### config.mk
export PLATFORM = sky130hd
export DESIGN_NAME = edge_frame_writer
export DESIGN_NICKNAME = d
export VERILOG_FILES = /design/src/rtl/edge_pkg.sv /design/src/rtl/edge_xy_counter.sv /design/src/rtl/edge_frame_writer.sv
export SDC_FILE = /design/constraint.sdc
export NUM_CORES = 1
export LEC_CHECK = 0
export ABC_AREA = 1
export BUFFER_PORTS_ARGS = -buffer_cell sky130_fd_sc_hd__buf_4
export CAP_MARGIN = 20
export CORE_MARGIN = 2
export CORE_UTILIZATION = 50
export DETAILED_ROUTE_END_ITERATION = 16
export PLACE_DENSITY = 0.71
export SYNTH_ARGS = -nofsm -noshare
export SYNTH_HDL_FRONTEND = slang
export SYNTH_HIERARCHICAL = 1
export SYNTH_SLANG_ARGS = --single-unit
### constraint.sdc
create_clock -name clk -period 4.91 [get_ports clk]
set_input_delay 0.491 -clock clk [delete_from_list [all_inputs] [get_ports clk]]
set_output_delay 0.491 -clock clk [all_outputs]
set_load 0.1 [all_outputs]
### src/rtl/edge_pkg.sv
// Shared types and constants for the edge frame writer: FSM state encoding
// and the pixel values used for border and binarised output.
package edge_pkg;

  typedef enum logic [2:0] {
    ST_IDLE,
    ST_SKIP,
    ST_STREAM,
    ST_FLUSH,
    ST_DONE
  } ewr_state_t;

  localparam logic [3:0] EDGE_BORDER_VAL = 4'h0;
  localparam logic [3:0] EDGE_MAX_VAL    = 4'hF;

endpackage

### src/rtl/edge_xy_counter.sv
// Raster position counter: walks x/y and the linear address one pixel per
// enable, and flags border pixels and the final pixel of the frame.
module edge_xy_counter #(
  parameter int IMG_W  = 638,
  parameter int IMG_H  = 478,
  parameter int ADDR_W = $clog2(IMG_W*IMG_H),
  parameter int XW     = $clog2(IMG_W),
  parameter int YW     = $clog2(IMG_H)
) (
  input  logic              clk,
  input  logic              rst,
  input  logic              i_clear,
  input  logic              i_enable,
  output logic [XW-1:0]     o_x,
  output logic [YW-1:0]     o_y,
  output logic [ADDR_W-1:0] o_addr,
  output logic              o_border,
  output logic              o_last
);

  localparam logic [XW-1:0]     X_LAST = XW'(IMG_W - 1);
  localparam logic [XW-1:0]     X_BHI  = XW'(IMG_W - 2);
  localparam logic [XW-1:0]     X_BLO  = XW'(2);
  localparam logic [YW-1:0]     Y_LAST = YW'(IMG_H - 1);
  localparam logic [YW-1:0]     Y_BHI  = YW'(IMG_H - 2);
  localparam logic [YW-1:0]     Y_BLO  = YW'(2);
  localparam logic [ADDR_W-1:0] A_LAST = ADDR_W'(IMG_W*IMG_H - 1);

  logic [XW-1:0]     r_x;
  logic [YW-1:0]     r_y;
  logic [ADDR_W-1:0] r_addr;

  // Everything wraps back to the origin after the last pixel so the address never leaves the frame.
  always_ff @(posedge clk or posedge rst) begin
    if (rst) begin
      r_x    <= '0;
      r_y    <= '0;
      r_addr <= '0;
    end else if (i_clear) begin
      r_x    <= '0;
      r_y    <= '0;
      r_addr <= '0;
    end else if (i_enable) begin
      if (r_x == X_LAST) begin
        r_x <= '0;
        r_y <= (r_y == Y_LAST) ? '0 : r_y + 1'b1;
      end else begin
        r_x <= r_x + 1'b1;
      end
      r_addr <= (r_addr == A_LAST) ? '0 : r_addr + 1'b1;
    end
  end

  assign o_x      = r_x;
  assign o_y      = r_y;
  assign o_addr   = r_addr;
  assign o_border = (r_x < X_BLO) || (r_x >= X_BHI) || (r_y < Y_BLO) || (r_y >= Y_BHI);
  assign o_last   = (r_addr == A_LAST);

endmodule

### src/rtl/edge_frame_writer.sv
// Realigns the Sobel edge stream to the image raster and writes every pixel
// of a frame exactly once, zeroing the border and padding the missing tail.
module edge_frame_writer
  import edge_pkg::*;
#(
  parameter int IMG_W  = 638,
  parameter int IMG_H  = 478,
  parameter int SKIP   = 2*IMG_W + 2,
  parameter int ADDR_W = $clog2(IMG_W*IMG_H)
) (
  input  logic              clk,
  input  logic              rst,
  input  logic              frame_start,
  input  logic [3:0]        pixel_in,
  input  logic              in_valid,
  input  logic              thresh_en,
  input  logic [3:0]        threshold,
  output logic              wr_en,
  output logic [ADDR_W-1:0] wr_addr,
  output logic [3:0]        wr_data,
  output logic              busy,
  output logic              frame_done
);

  localparam int PIX      = IMG_W*IMG_H;
  localparam int STREAM_N = PIX - SKIP;
  localparam int XW       = $clog2(IMG_W);
  localparam int YW       = $clog2(IMG_H);
  localparam int SKW      = $clog2(SKIP + 1);

  localparam logic [SKW-1:0] SKIP_LAST = SKW'(SKIP - 1);
  localparam logic [XW-1:0]  SEND_X    = XW'((STREAM_N - 1) % IMG_W);
  localparam logic [YW-1:0]  SEND_Y    = YW'((STREAM_N - 1) / IMG_W);

  ewr_state_t        r_state;
  ewr_state_t        w_next;
  logic [SKW-1:0]    r_skipCnt;
  logic              w_clear;
  logic              w_advance;
  logic              w_write;
  logic              w_skipInc;
  logic [XW-1:0]     w_x;
  logic [YW-1:0]     w_y;
  logic [ADDR_W-1:0] w_addr;
  logic              w_border;
  logic              w_last;
  logic [3:0]        w_pixData;
  logic              r_wrEn;
  logic [ADDR_W-1:0] r_wrAddr;
  logic [3:0]        r_wrData;
  logic              r_busy;
  logic              r_frameDone;

  edge_xy_counter #(
    .IMG_W (IMG_W),
    .IMG_H (IMG_H),
    .ADDR_W(ADDR_W),
    .XW    (XW),
    .YW    (YW)
  ) u_xy (
    .clk     (clk),
    .rst     (rst),
    .i_clear (w_clear),
    .i_enable(w_advance),
    .o_x     (w_x),
    .o_y     (w_y),
    .o_addr  (w_addr),
    .o_border(w_border),
    .o_last  (w_last)
  );

  always_ff @(posedge clk or posedge rst) begin
    if (rst) r_state <= ST_IDLE;
    else     r_state <= w_next;
  end

  // frame_start wins from any state, so a restart always discards the frame in flight.
  always_comb begin
    w_next    = r_state;
    w_clear   = 1'b0;
    w_advance = 1'b0;
    w_write   = 1'b0;
    w_skipInc = 1'b0;
    if (frame_start) begin
      w_next  = ST_SKIP;
      w_clear = 1'b1;
    end else begin
      case (r_state)
        ST_IDLE: w_next = ST_IDLE;
        ST_SKIP: begin
          if (in_valid) begin
            w_skipInc = 1'b1;
            if (r_skipCnt == SKIP_LAST) w_next = ST_STREAM;
          end
        end
        ST_STREAM: begin
          if (in_valid) begin
            w_write   = 1'b1;
            w_advance = 1'b1;
            if ((w_x == SEND_X) && (w_y == SEND_Y)) w_next = ST_FLUSH;
          end
        end
        ST_FLUSH: begin
          w_write   = 1'b1;
          w_advance = 1'b1;
          if (w_last) w_next = ST_DONE;
        end
        ST_DONE: w_next = ST_IDLE;
        default: w_next = ST_IDLE;
      endcase
    end
  end

  // The sample arriving with frame_start is already the first warm-up sample.
  always_ff @(posedge clk or posedge rst) begin
    if (rst)            r_skipCnt <= '0;
    else if (w_clear)   r_skipCnt <= in_valid ? SKW'(1) : '0;
    else if (w_skipInc) r_skipCnt <= r_skipCnt + 1'b1;
  end

  always_comb begin
    w_pixData = EDGE_BORDER_VAL;
    if ((r_state == ST_STREAM) && !w_border) begin
      if (thresh_en) w_pixData = (pixel_in >= threshold) ? EDGE_MAX_VAL : 4'h0;
      else           w_pixData = pixel_in;
    end
  end

  // busy covers the DONE->IDLE step so it drops only after frame_done has been seen.
  always_ff @(posedge clk or posedge rst) begin
    if (rst) begin
      r_wrEn      <= 1'b0;
      r_wrAddr    <= '0;
      r_wrData    <= '0;
      r_busy      <= 1'b0;
      r_frameDone <= 1'b0;
    end else begin
      r_wrEn <= w_write;
      if (w_write) begin
        r_wrAddr <= w_addr;
        r_wrData <= w_pixData;
      end
      r_busy      <= (w_next != ST_IDLE) || (r_state != ST_IDLE);
      r_frameDone <= (r_state == ST_DONE) && !frame_start;
    end
  end

  assign wr_en      = r_wrEn;
  assign wr_addr    = r_wrAddr;
  assign wr_data    = r_wrData;
  assign busy       = r_busy;
  assign frame_done = r_frameDone;

endmodule
======== Yosys cells after proc, flatten, opt, wreduce, memory -nomap -nowiden ========
Index checks and enable logic that the tools add are counted.
word-level totals
  output and inout port bits .............. 26
  register bits after elaboration ......... 78
  input port bits ......................... 13
  word-level logic and storage cells ...... 73
operators by class
  equality and inequality tests ........... 10
  multiplexer cells ....................... 29
  reductions and logical operators ........ 15
  magnitude comparators ................... 5
  add/sub/neg operators ................... 4
operator list
  cell                     count
  $mux W19                 3
  $mux W9                  4
  $mux W10                 3
  $mux W11                 2
  $eq A10 B10 Y1 const B   2
  $add A19 B1 Y19 const B  1
  $eq A19 B19 Y1 const B   1
  $eq A9 B9 Y1 const B     2
  $mux W3                  6
  $mux W4                  3
  $add A11 B1 Y11 const B  1
  $eq A11 B11 Y1 const B   1
  $add A10 B1 Y10 const B  1
  $ge A10 B10 Y1 const B   1
  $lt A10 B2 Y1 const B    1
  $add A9 B1 Y9 const B    1
  $ge A9 B9 Y1 const B     1
  $lt A9 B2 Y1 const B     1
  $pmux W3 S3              1
  $eq A3 B2 Y1 const B     2
  $mux W1                  6
  $reduce_bool A2 Y1       3
  $reduce_bool A3 Y1       2
  $ge A4 B4 Y1             1
  7 further kinds          13

======== Logic depth before layout (Yosys ltp) ========
Gate-level depths: netlist of run 1.
  depth after elaboration ................. 8
  depth in mapped cells ................... 12
  mapped depth without buffers ............ 11

======== Hierarchy ========
The synthesis of run 1 kept the hierarchy.
modules (own cells, without submodules)
  module             sequential area each (um^2)  cells an instance  instances  area an instance (um^2)
  edge_xy_counter    950.9                        343                1          2471.1
  edge_frame_writer  1001.0                       263                1          2039.5

======== Least setup slack after synthesis of run 1 ========
Ideal clock, no wire load.
  path type ............................... input to register
  start ................................... input frame_start
  end ..................................... register u_xy.r_x[6], in the netlist u_xy/o_x[6]
  path buffers ............................ 2
  slack ................................... 2997 ps
  library setup time ...................... 118 ps
  stages on the path ...................... 11
  data required time ...................... 4792 ps
  data arrival time ....................... 1794 ps
  path through ............................ buf_2 nor2_2 nand3_4 inv_2 buf_4 inv_2 nand2_2 nand2_2 nor3_1 xor2_1 nor2_1
on the way
  word-level cells in the longest chain between the ends .. 2
  elaborated cells between the ends (all ways) .. 4
  those cells by class .................... mux: 3; reduce/logical: 1
RTL lines
  item                          line                     RTL
  start, declared               edge_frame_writer.sv:13  input logic frame_start,
  $mux W1                       edge_frame_writer.sv:84  if (frame_start) begin
  net w_advance                 edge_frame_writer.sv:39  logic w_advance;
  $reduce_bool A2 Y1 (no line)  --
  end signal, assigned          edge_xy_counter.sv:48    r_x <= r_x + 1'b1;
  end, declared                 edge_xy_counter.sv:29    logic [XW-1:0] r_x;
The timed path passes the listed nets, and every way through them passes these cells.
A chain may end at the register's enable or synchronous reset.

======== Worst setup path in the final report of run 1 ========
  start ................................... register r_state[0]
  end ..................................... register u_xy.r_x[6], in the netlist u_xy/o_x[6]
on the way
  word-level cells in the longest chain between the ends .. 4
  elaborated cells between the ends (all ways) .. 5
  those cells by class .................... eq/ne: 2; mux: 2; reduce/logical: 1
RTL lines
  item                            line                     RTL
  start, declared                 edge_frame_writer.sv:35  ewr_state_t r_state;
  start signal, assigned          edge_frame_writer.sv:74  else r_state <= w_next;
  $eq A3 B2 Y1                    edge_frame_writer.sv:88  case (r_state)
  $pmux W1 S2 *                   edge_frame_writer.sv:88
  $mux W1 *                       edge_frame_writer.sv:84
  $reduce_bool A2 Y1 (no line) *  --
Every way passes the cells marked *; elsewhere a longest branch is shown, timed or not.

==> impl_metrics.yaml, run 1 <==
clock_network:
  cts.repair.resized: 0
  post-cts-setup-buffers: 0
  cts_max_level: 3
  hold_buffers: 0
  cts_buffer_depth: 2
  clock_sinks: 78
  insertion_delay_ns: 0.35
  clk_pin_slew_ns: 0.08
  cts_root_buf: "clkbuf_8"
  tritoncts: "yes"
  cts_buffers: 9
die:
  core-area_sq_mm: 0.00872
  fp-row-count: 34
  dieArea_sq_mm: 0.00980
  die_w_microns: 99.0
  start_util_pct: 51.7
  dieHeight_microns: 99.0
  io_pins: 39
route:
  totalWireLength_mm: 10.1
  wl_per_cell_microns: 13.3
  first_pass_iters: 5
  viasPerCell: 5.22
  drtIter0Drc: 254
  drc: 0
  ant_nets: 0
  vias: 3967
worst_hold_path:
  hold_path_class: "input port to async pin"
power:
  ir_worst_vdd_uv: 132
  leakage_uw: 0.00251
  power_density_mw_per_mm2: 242
global_route:
  grt_use_total_pct: 22.2
  grt.overflow.total: 0
  grt_max_degree: 41
  grt_antenna_before_repair: 0
  grt_pass1_wl_mm: 17.8
  grt_pass1_vias: 3906
critical_path:
  critPathMaxFanout: 29
  path_delay_family: "simple AND/OR/NAND/NOR gates"
  regToRegSetupSlack_ns: 2.42
  path_class: "flip-flop to flip-flop"
  critical_path_required_ns: 5.11
  cp-end-kind: "flip-flop"
  worstPathArrival_ns: 2.69
  r2r-start: "r_state[0]"
  r2r_end: "u_xy/o_x[6]"
  crit_path_max_incr_delay_ns: 0.49
  crit_slowest_cell: "inv_2"
  worstPathBufferInverterCount: 3
  critPathLaunchType: "flip-flop"
  reg2regPathDepth: 10
  crit_chain: "inv_1 > nand2_1 > nand3_4 > inv_2 > inv_2 > nand2_2 > nand2_2 > nor3_1 > xor2_1 > nor2_1"
yosys:
  synth.cell_area_sq_mm: 0.00451
  yosys_warnings: 6
  yosys.area.top_type_share_pct: 43.3
  synth_nets: 630
  synth_area_per_cell_sq_um: 7.44
  synth.distinct_cells: 43
  yosys.area.top_type: "dfrtp_1"
  synth_area_leaders: "dfrtp_1 (43%), nand2_1 (16%), nor2_1 (7.2%), inv_1 (5.5%), nand3_1 (4.8%)"
  synth_cells: 606
  ys_ff_latch: 78
  yosysSeqAreaShare_pct: 43.3
timing:
  fmax_mhz: 402
  slew_viol_final: 0
  totalNegativeSetupSlack_ns: 0
  worst_slew_pin_slew_ns: 0.647
  max_slew_margin_pct: 56.7
  setup_violations: 0
  rsz0062_at_grt: "false"
  clock_skew_ns: 0.00885
  fin_crit_sh_pct: 50.7
  hold_viol: 0
  period_minus_slack_ns: 2.49
place:
  portBuffers: 38
  placed_cells: 744
  placed_cell_area_sq_mm: 0.00486
  place.gp.congestion: 0.924
  dp_hpwl_mm: 7.31
final_layout:
  layout_common_cells: "nand2_1 (187), nor2_1 (86), dfrtp_1 (78)"
  final_core_util_pct: 57.8
  design_area_sq_mm: 0.00504
  fin_cells: 760
  mostFrequentLayoutCell: "nand2_1"
  area_growth_pct: 11.8
  fin_nets: 671
  drive_gt1_share_pct: 14.4
  n_antenna_cell: 0
run_status:
  status: "completed"
job:
  drv_cap: 0
## per-stage QoR
step	total power (uW)	worst slack [ns]	hold WS, ns
2_1_floorplan	754	3.00	0.448
3_3_place_gp	782	2.25	0.469
3_5_place_dp	786	2.16	0.471
4_1_cts	1230	2.41	0.280
5_1_grt	1270	2.14	0.332
6_report	1220	2.42	0.263
## worst min-delay path, delay by kind of cell
family	cells	cell delay (ns)
buf+inv	3	0.57
## final cells by class
class                           count  area [sq um]
Fill cell                         815          3680
Timing Repair Buffer               40           300
Clock inverter                      5          31.3
Sequential cell                    78          1950
Inverter                           73           277
Multi-Input combinational cell    445          2200
Tap cell                          108           135
Clock buffer                       11           151
## worst max path at each step
stage	startpoint	end	slack, ns	cells after the start
finish	r_state[0]	u_xy/o_x[6]	2.42	10
floorplan	frame_start	u_xy/o_x[6]	3.00	11
global placement	frame_start	u_xy/o_x[6]	2.25	10
detailed placement	frame_start	u_xy/o_addr[18]	2.16	9
global route	r_state[0]	u_xy/o_x[4]	2.14	9
CTS	r_state[0]	u_xy/o_x[6]	2.41	10
## Yosys cell counts (all sizes together)
master	count
mux2i	1
o31ai	1
nor2	94
a21o	1
inv	72
nand2	196
nand3b	2
a21oi	6
nand3	46
and2	2
nand4	28
or2	1
o32ai	1
o211ai	2
ha	11
buf	9
dfrtp	78
o21ai	23
nor3	12
a31oi	1
clkinv	1
o21bai	2
xor2	6
xnor2	4
o21a	1
clkbuf	1
nor4	2
o22ai	2
## flip-flops by register name, summed over array words and instances, names as in the netlist
name and count:
wr_data 4, r_state 3, r_skipCnt 11, u_xy/o_y 9
busy 1, u_xy/o_x 10, u_xy/o_addr 19, wr_en 1
frame_done 1, wr_addr 19
## report_power, final
part           total (uW)  internal [uW]  switching (uW)  leakage (uW)
combinational         111           31.0            80.2       0.00134
sequential            660            650            9.46       0.00107
clock                 448            210             238     0.0000955
## per-layer routing
| metal | routed length [microns] | GRT usage, % |
|---|---|---|
| met5 | 0 | 0 |
| met4 | 181 | 7.59 |
| met3 | 427 | 3.05 |
| met2 | 4710 | 36.5 |
| met1 | 4780 | 30.2 |
## cells by family (layout without fill, tap and decap cells)
| group | Yosys count | in the layout | synth area share (%) |
|---|---|---|---|
| flip-flops | 78 | 78 | 43.3 |
| AO/OA/AOI/OAI | 40 | 40 | 5.74 |
| multiplexers | 1 | 1 | 0.222 |
| buffers and inverters | 83 | 129 | 8.02 |
| adder cells (fa/ha/maj) | 11 | 11 | 3.05 |
| XOR/XNOR | 10 | 10 | 1.94 |
| AND/OR/NAND/NOR | 383 | 383 | 37.8 |
No activity file was read; power rests on OpenSTA's default activity.
==> run 2, diff against run 1 <==
==> constraint.sdc (replaced) <==
create_clock -name clk -period 2.5 [get_ports clk]
set_input_delay 0.25 -clock clk [delete_from_list [all_inputs] [get_ports clk]]
set_output_delay 0.25 -clock clk [all_outputs]
set_load 0.1 [all_outputs]
==> run 2 against run 1 <==
  * Global-route usage rose by 1.1 points
  * Cell area up 0.40%
  * Register-to-register slack got worse by 1.9 ns
  * Hold slack worse by 0.22 ns
  * Wire length increased by 3.6%
  * First-iteration DRC count increased by 6.3%
  * Largest cell class unchanged
  * Combinational power is 98% higher
==> impl_metrics.yaml, run 2 (synthesis results as in run 1) <==
global_route:
  grt_pass1_wl_mm: 18.5
  grt.overflow.total: 0
  grt_max_degree: 41
  grt_antenna_before_repair: 0
  grt_pass1_vias: 3940
  grt_use_total_pct: 23.3
route:
  viasPerCell: 5.30
  totalWireLength_mm: 10.5
  ant_nets: 0
  drc: 0
  vias: 4036
  first_pass_iters: 5
  drtIter0Drc: 270
  wl_per_cell_microns: 13.8
clock_network:
  clk_pin_slew_ns: 0.08
  clock_sinks: 78
  cts.repair.resized: 0
  insertion_delay_ns: 0.34
  cts_buffer_depth: 2
  tritoncts: "yes"
  hold_buffers: 0
  cts_max_level: 3
  cts_buffers: 9
  post-cts-setup-buffers: 0
  cts_root_buf: "clkbuf_8"
die:
  fp-row-count: 34
  io_pins: 39
  dieArea_sq_mm: 0.00980
  core-area_sq_mm: 0.00872
  dieHeight_microns: 99.0
  die_w_microns: 99.0
  start_util_pct: 51.7
critical_path:
  crit_slowest_cell: "dfrtp_1"
  path_class: "flip-flop to flip-flop"
  critPathLaunchType: "flip-flop"
  critPathMaxFanout: 13
  crit_path_max_incr_delay_ns: 0.44
  crit_chain: "inv_1 > nand2_1 > nand3_4 > inv_2 > inv_2 > nand2_2 > nand2_2 > nor3_1 > xor2_1 > nor2_1"
  worstPathBufferInverterCount: 3
  cp-end-kind: "flip-flop"
  critical_path_required_ns: 2.71
  path_delay_family: "simple AND/OR/NAND/NOR gates"
  worstPathArrival_ns: 2.20
  regToRegSetupSlack_ns: 0.51
worst_hold_path:
  hold_path_class: "input port to async pin"
timing:
  hold_viol: 0
  clock_skew_ns: 0.00717
  rsz0062_at_grt: "false"
  period_minus_slack_ns: 1.99
  worst_slew_pin_slew_ns: 0.623
  setup_violations: 0
  totalNegativeSetupSlack_ns: 0
  hold-worst-slack_ns: 0.0395
  fmax_mhz: 502
  max_slew_margin_pct: 58.3
  slew_viol_final: 0
  fin_crit_sh_pct: 79.7
place:
  dp_hpwl_mm: 7.67
  placed_cell_area_sq_mm: 0.00488
  portBuffers: 38
  place.gp.congestion: 0.917
job:
  drv_cap: 0
power:
  power_density_mw_per_mm2: 481
  leakage_uw: 0.00251
  ir_worst_vdd_uv: 235
final_layout:
  layout_common_cells: "nand2_1 (187), nor2_1 (86), dfrtp_1 (78)"
  drive_gt1_share_pct: 14.5
  mostFrequentLayoutCell: "nand2_1"
  n_antenna_cell: 0
  area_growth_pct: 12.3
  design_area_sq_mm: 0.00506
  fin_nets: 673
run_status:
  status: "completed"
==> run 2: worst register-to-register path: stages (launching register included) <==
cell,delay (ns)
dfrtp_1,0.44
inv_1,0.11
nand2_1,0.12
nand3_4,0.08
inv_2,0.22
inv_2,0.10
nand2_2,0.23
nand2_2,0.12
nor3_1,0.22
xor2_1,0.17
nor2_1,0.05
==> run 2: cell type report <==
type	count	area, sq um
fill	815	3660
multi-input combinational	445	2200
sequential	78	1950
timing repair buffer	42	315
inverter	73	277
tap	108	135
clock buffer	9	124
clock inverter	6	63.8
==> run 2: path summary, 6_finish.rpt <==
check,startpoint,endpoint,cells after the start
worst max-delay path,r_state[0],u_xy/o_x[6],10
worst min register to register,wr_addr[15],wr_addr[15],2
max in group asynchronous,rst,u_xy/o_y[0],3
worst max register to register,r_state[0],u_xy/o_x[6],10
min in group clk,in_valid,r_skipCnt[0],3
worst min-delay path,rst,wr_data[1],3
==> run 2: per-stage QoR <==
step           setup WS, ns  cells  power (uW)  utilization [%]
3_5_place_dp          0.518    746        1540             55.9
4_1_cts               0.541    761        2470             58.1
5_1_grt               0.301    761        2550             58.1
3_3_place_gp          0.586    746        1540             55.9
6_report              0.508    761        2440             58.1
2_1_floorplan         0.828    606        1480                -
==> run 2: per-layer routing <==
layer	wire [microns]	GRT usage, %
met3	473	3.05
met2	4790	36.3
met4	213	8.64
met5	0	0
met1	4990	33.2
==> run 2: report_power, final <==
part / leakage [uW] / switching [uW] / internal (uW) / total [uW]
clock network: 0.0000911 / 467 / 454 / 921
logic: 0.00135 / 160 / 60.7 / 220
registers: 0.00107 / 18.2 / 1280 / 1300
==> run 3, diff against run 2 <==
--- a/config.mk
+++ b/config.mk
@@ -5,7 +5,7 @@
 export SDC_FILE = /design/constraint.sdc
 export NUM_CORES = 1
 export LEC_CHECK = 0
-export ABC_AREA = 1
+export ABC_AREA = 0
 export BUFFER_PORTS_ARGS = -buffer_cell sky130_fd_sc_hd__buf_4
 export CAP_MARGIN = 20
 export CORE_MARGIN = 2
==> constraint.sdc (replaced) <==
create_clock -name clk -period 1.85 [get_ports clk]
set_input_delay 0.185 -clock clk [delete_from_list [all_inputs] [get_ports clk]]
set_output_delay 0.185 -clock clk [all_outputs]
set_load 0.1 [all_outputs]
==> run 3 against run 2 <==
  * The flow now finishes with violations (setup timing)
  * Sequential share of layout area fell by 1.2 points
  * Critical path depth fell by 4
  * Hold slack gained 0.087 ns
  * Via count down 17%
  * Cell area grew 3.2%
  * Power grew 30%
  * Wire length down 12%
  * Final cell count fell by 21%
  * Synthesized cell count is 35% lower
  * Global-route usage decreased by 0.80 points
  * Register-to-register slack got worse by 0.60 ns
  * First-iteration DRC count is 32% lower
==> impl_metrics.yaml, run 3 <==
die:
  dieArea_sq_mm: 0.00880
  start_util_pct: 51.9
  fp-row-count: 32
  dieHeight_microns: 93.8
  core-area_sq_mm: 0.00777
  io_pins: 39
  die_w_microns: 93.8
critical_path:
  critPathMaxFanout: 5
  crit_chain: "nor3_4 > buf_6 > o211ai_1 > or4_4 > or3_4 > a21oi_2"
  path_delay_family: "simple AND/OR/NAND/NOR gates"
  worstPathBufferInverterCount: 1
  crit_slowest_cell: "or4_4"
  crit_path_max_incr_delay_ns: 0.47
  cp-end-kind: "flip-flop"
  critical_path_required_ns: 2.13
  path_class: "flip-flop to flip-flop"
  worstPathArrival_ns: 2.22
  critPathLaunchType: "flip-flop"
worst_hold_path:
  hold_path_class: "input port to flip-flop"
power:
  ir_worst_vdd_uv: 373
  power_density_mw_per_mm2: 606
  total_power_uw: 3170
  leakage_uw: 0.00239
route:
  totalWireLength_mm: 9.16
  viasPerCell: 5.60
  first_pass_iters: 4
  vias: 3370
  wl_per_cell_microns: 15.2
  drc: 0
  drtIter0Drc: 184
  ant_nets: 0
global_route:
  use_met2_pct: 36.1
  met1_usage_pct: 31.2
  grt_pass1_vias: 3383
  grt_max_degree: 41
  busiest_layer: "met2"
  grt_use_total_pct: 22.4
  grt_pass1_wl_mm: 15.9
  met3_usage_pct: 2.73
  grt_antenna_before_repair: 0
  grt.overflow.total: 0
run_status:
  status: "finished with violations"
  violations: "setup timing"
yosys:
  ys_ff_latch: 78
  synth.distinct_cells: 53
  yosys.area.top_type_share_pct: 48.4
  synth-edff-count: 0
  yosys.area.top_type: "dfrtp_1"
  synthArstFlopShare_pct: 100
  synth_area_per_cell_sq_um: 10.3
  synth_area_leaders: "dfrtp_1 (48%), mux2_2 (5.3%), nor2_1 (3.5%), ha_1 (3.4%), xor2_1 (3.3%)"
  synth.cell_area_sq_mm: 0.00403
  synth_cells: 393
  synth_nets: 417
  ys.flop_type: "dfrtp_1"
  synth_commonest_cells: "dfrtp_1 (78), nor2_1 (38), nand2_1 (25)"
  yosysSeqAreaShare_pct: 48.4
  yosys_warnings: 6
  synth.most_common_cell: "dfrtp_1"
final_layout:
  area_growth_pct: 29.6
  fin_nets: 519
  n_antenna_cell: 0
  layout_common_cells: "buf_4 (99), dfrtp_1 (77), nor2_1 (37)"
  final_core_util_pct: 67.3
  drive_gt1_share_pct: 33.2
  mostFrequentLayoutCell: "buf_4"
timing:
  worst_slew_pin_slew_ns: 0.507
  hold-worst-slack_ns: 0.127
  setup_violations: 15
  max_slew_margin_pct: 66.2
  hold_viol: 0
  period_minus_slack_ns: 1.94
  setup_ws_ns: -0.0873
  totalNegativeSetupSlack_ns: -0.362
  rsz0062_at_grt: "true"
  fin_crit_sh_pct: 105
  slew_viol_final: 0
  clock_skew_ns: 0.0119
  fmax_mhz: 516
clock_network:
  clock_sinks: 78
  cts_buffer_depth: 2
  cts_max_level: 3
  clk_pin_slew_ns: 0.09
  insertion_delay_ns: 0.35
  tritoncts: "yes"
  cts_buffers: 9
  cts_root_buf: "clkbuf_8"
place:
  dp_hpwl_mm: 6.33
  portBuffers: 38
  post-place-ws_ns: -0.317
  place.gp.congestion: 0.817
job:
  drv_cap: 0
-- run 3: metrics by stage --
step	cell area, sq um	std cells
floorplan	4080	393
global placement	4840	574
detailed placement	4840	574
CTS	5130	598
global route	5230	602
finish	5230	602
-- run 3: area by class of cell --
cell class | count | area (sq um)
Clock buffer | 10 | 128
Clock inverter | 6 | 62.6
Fill cell | 606 | 2540
Inverter | 19 | 71.3
Multi-Input combinational cell | 282 | 2070
Sequential cell | 78 | 1950
Tap cell | 102 | 128
Timing Repair Buffer | 105 | 818
-- run 3: report_power, final --
group          internal, uW  switching [uW]  total (uW)
logic                  74.1             109         183
clock network           619             634        1250
registers              1720            17.2        1730
-- run 3: path summary, 6_finish.rpt --
path                              from              end  slack (ns)  depth (start not counted)
max                         r_state[2]  u_xy/o_addr[16]       -0.09                          6
max in group asynchronous          rst       r_state[2]        0.94                          4
max reg2reg                 r_state[2]  u_xy/o_addr[16]       -0.09                          6
min in group asynchronous          rst  u_xy/o_addr[15]        0.52                          4
min                        pixel_in[3]       wr_data[3]        0.13                          3
min reg2reg                 wr_addr[8]       wr_addr[8]        0.51                          1
-- run 3: kinds of logic (layout without fill, tap and decap cells) --
kind of cell    count (synthesis)  after routing  synth area share, %
compound gates                 63             63                 10.4
simple gates                  163            163                 23.4
fa+ha+maj                      11             11                 3.41
mux                            19             19                 5.30
flops                          78             78                 48.4
buf+inv                        33            140                 3.47
xor+xnor                       26             26                 5.65
-- run 3: repair_timing --
item	CTS	global route
pin swaps	14	9
gates cloned	0	0
gates resized for setup	8	15
setup endpoints to repair	14	31
hold endpoints to repair	78	0
hold buffers	1	0
setup buffers	7	5
-- run 3: metal layers --
layer	part of all wire (%)	vias to the layer above
met5	0	-
met4	1.1	0
met3	3.0	9
met2	50	71
met1	46	1654
li1	-	1636
-- run 3: tightest hold or removal path: cells and delay by family --
family	cells	cell delay [ns]
compound gates	2	0.16
buf+inv	1	0.08
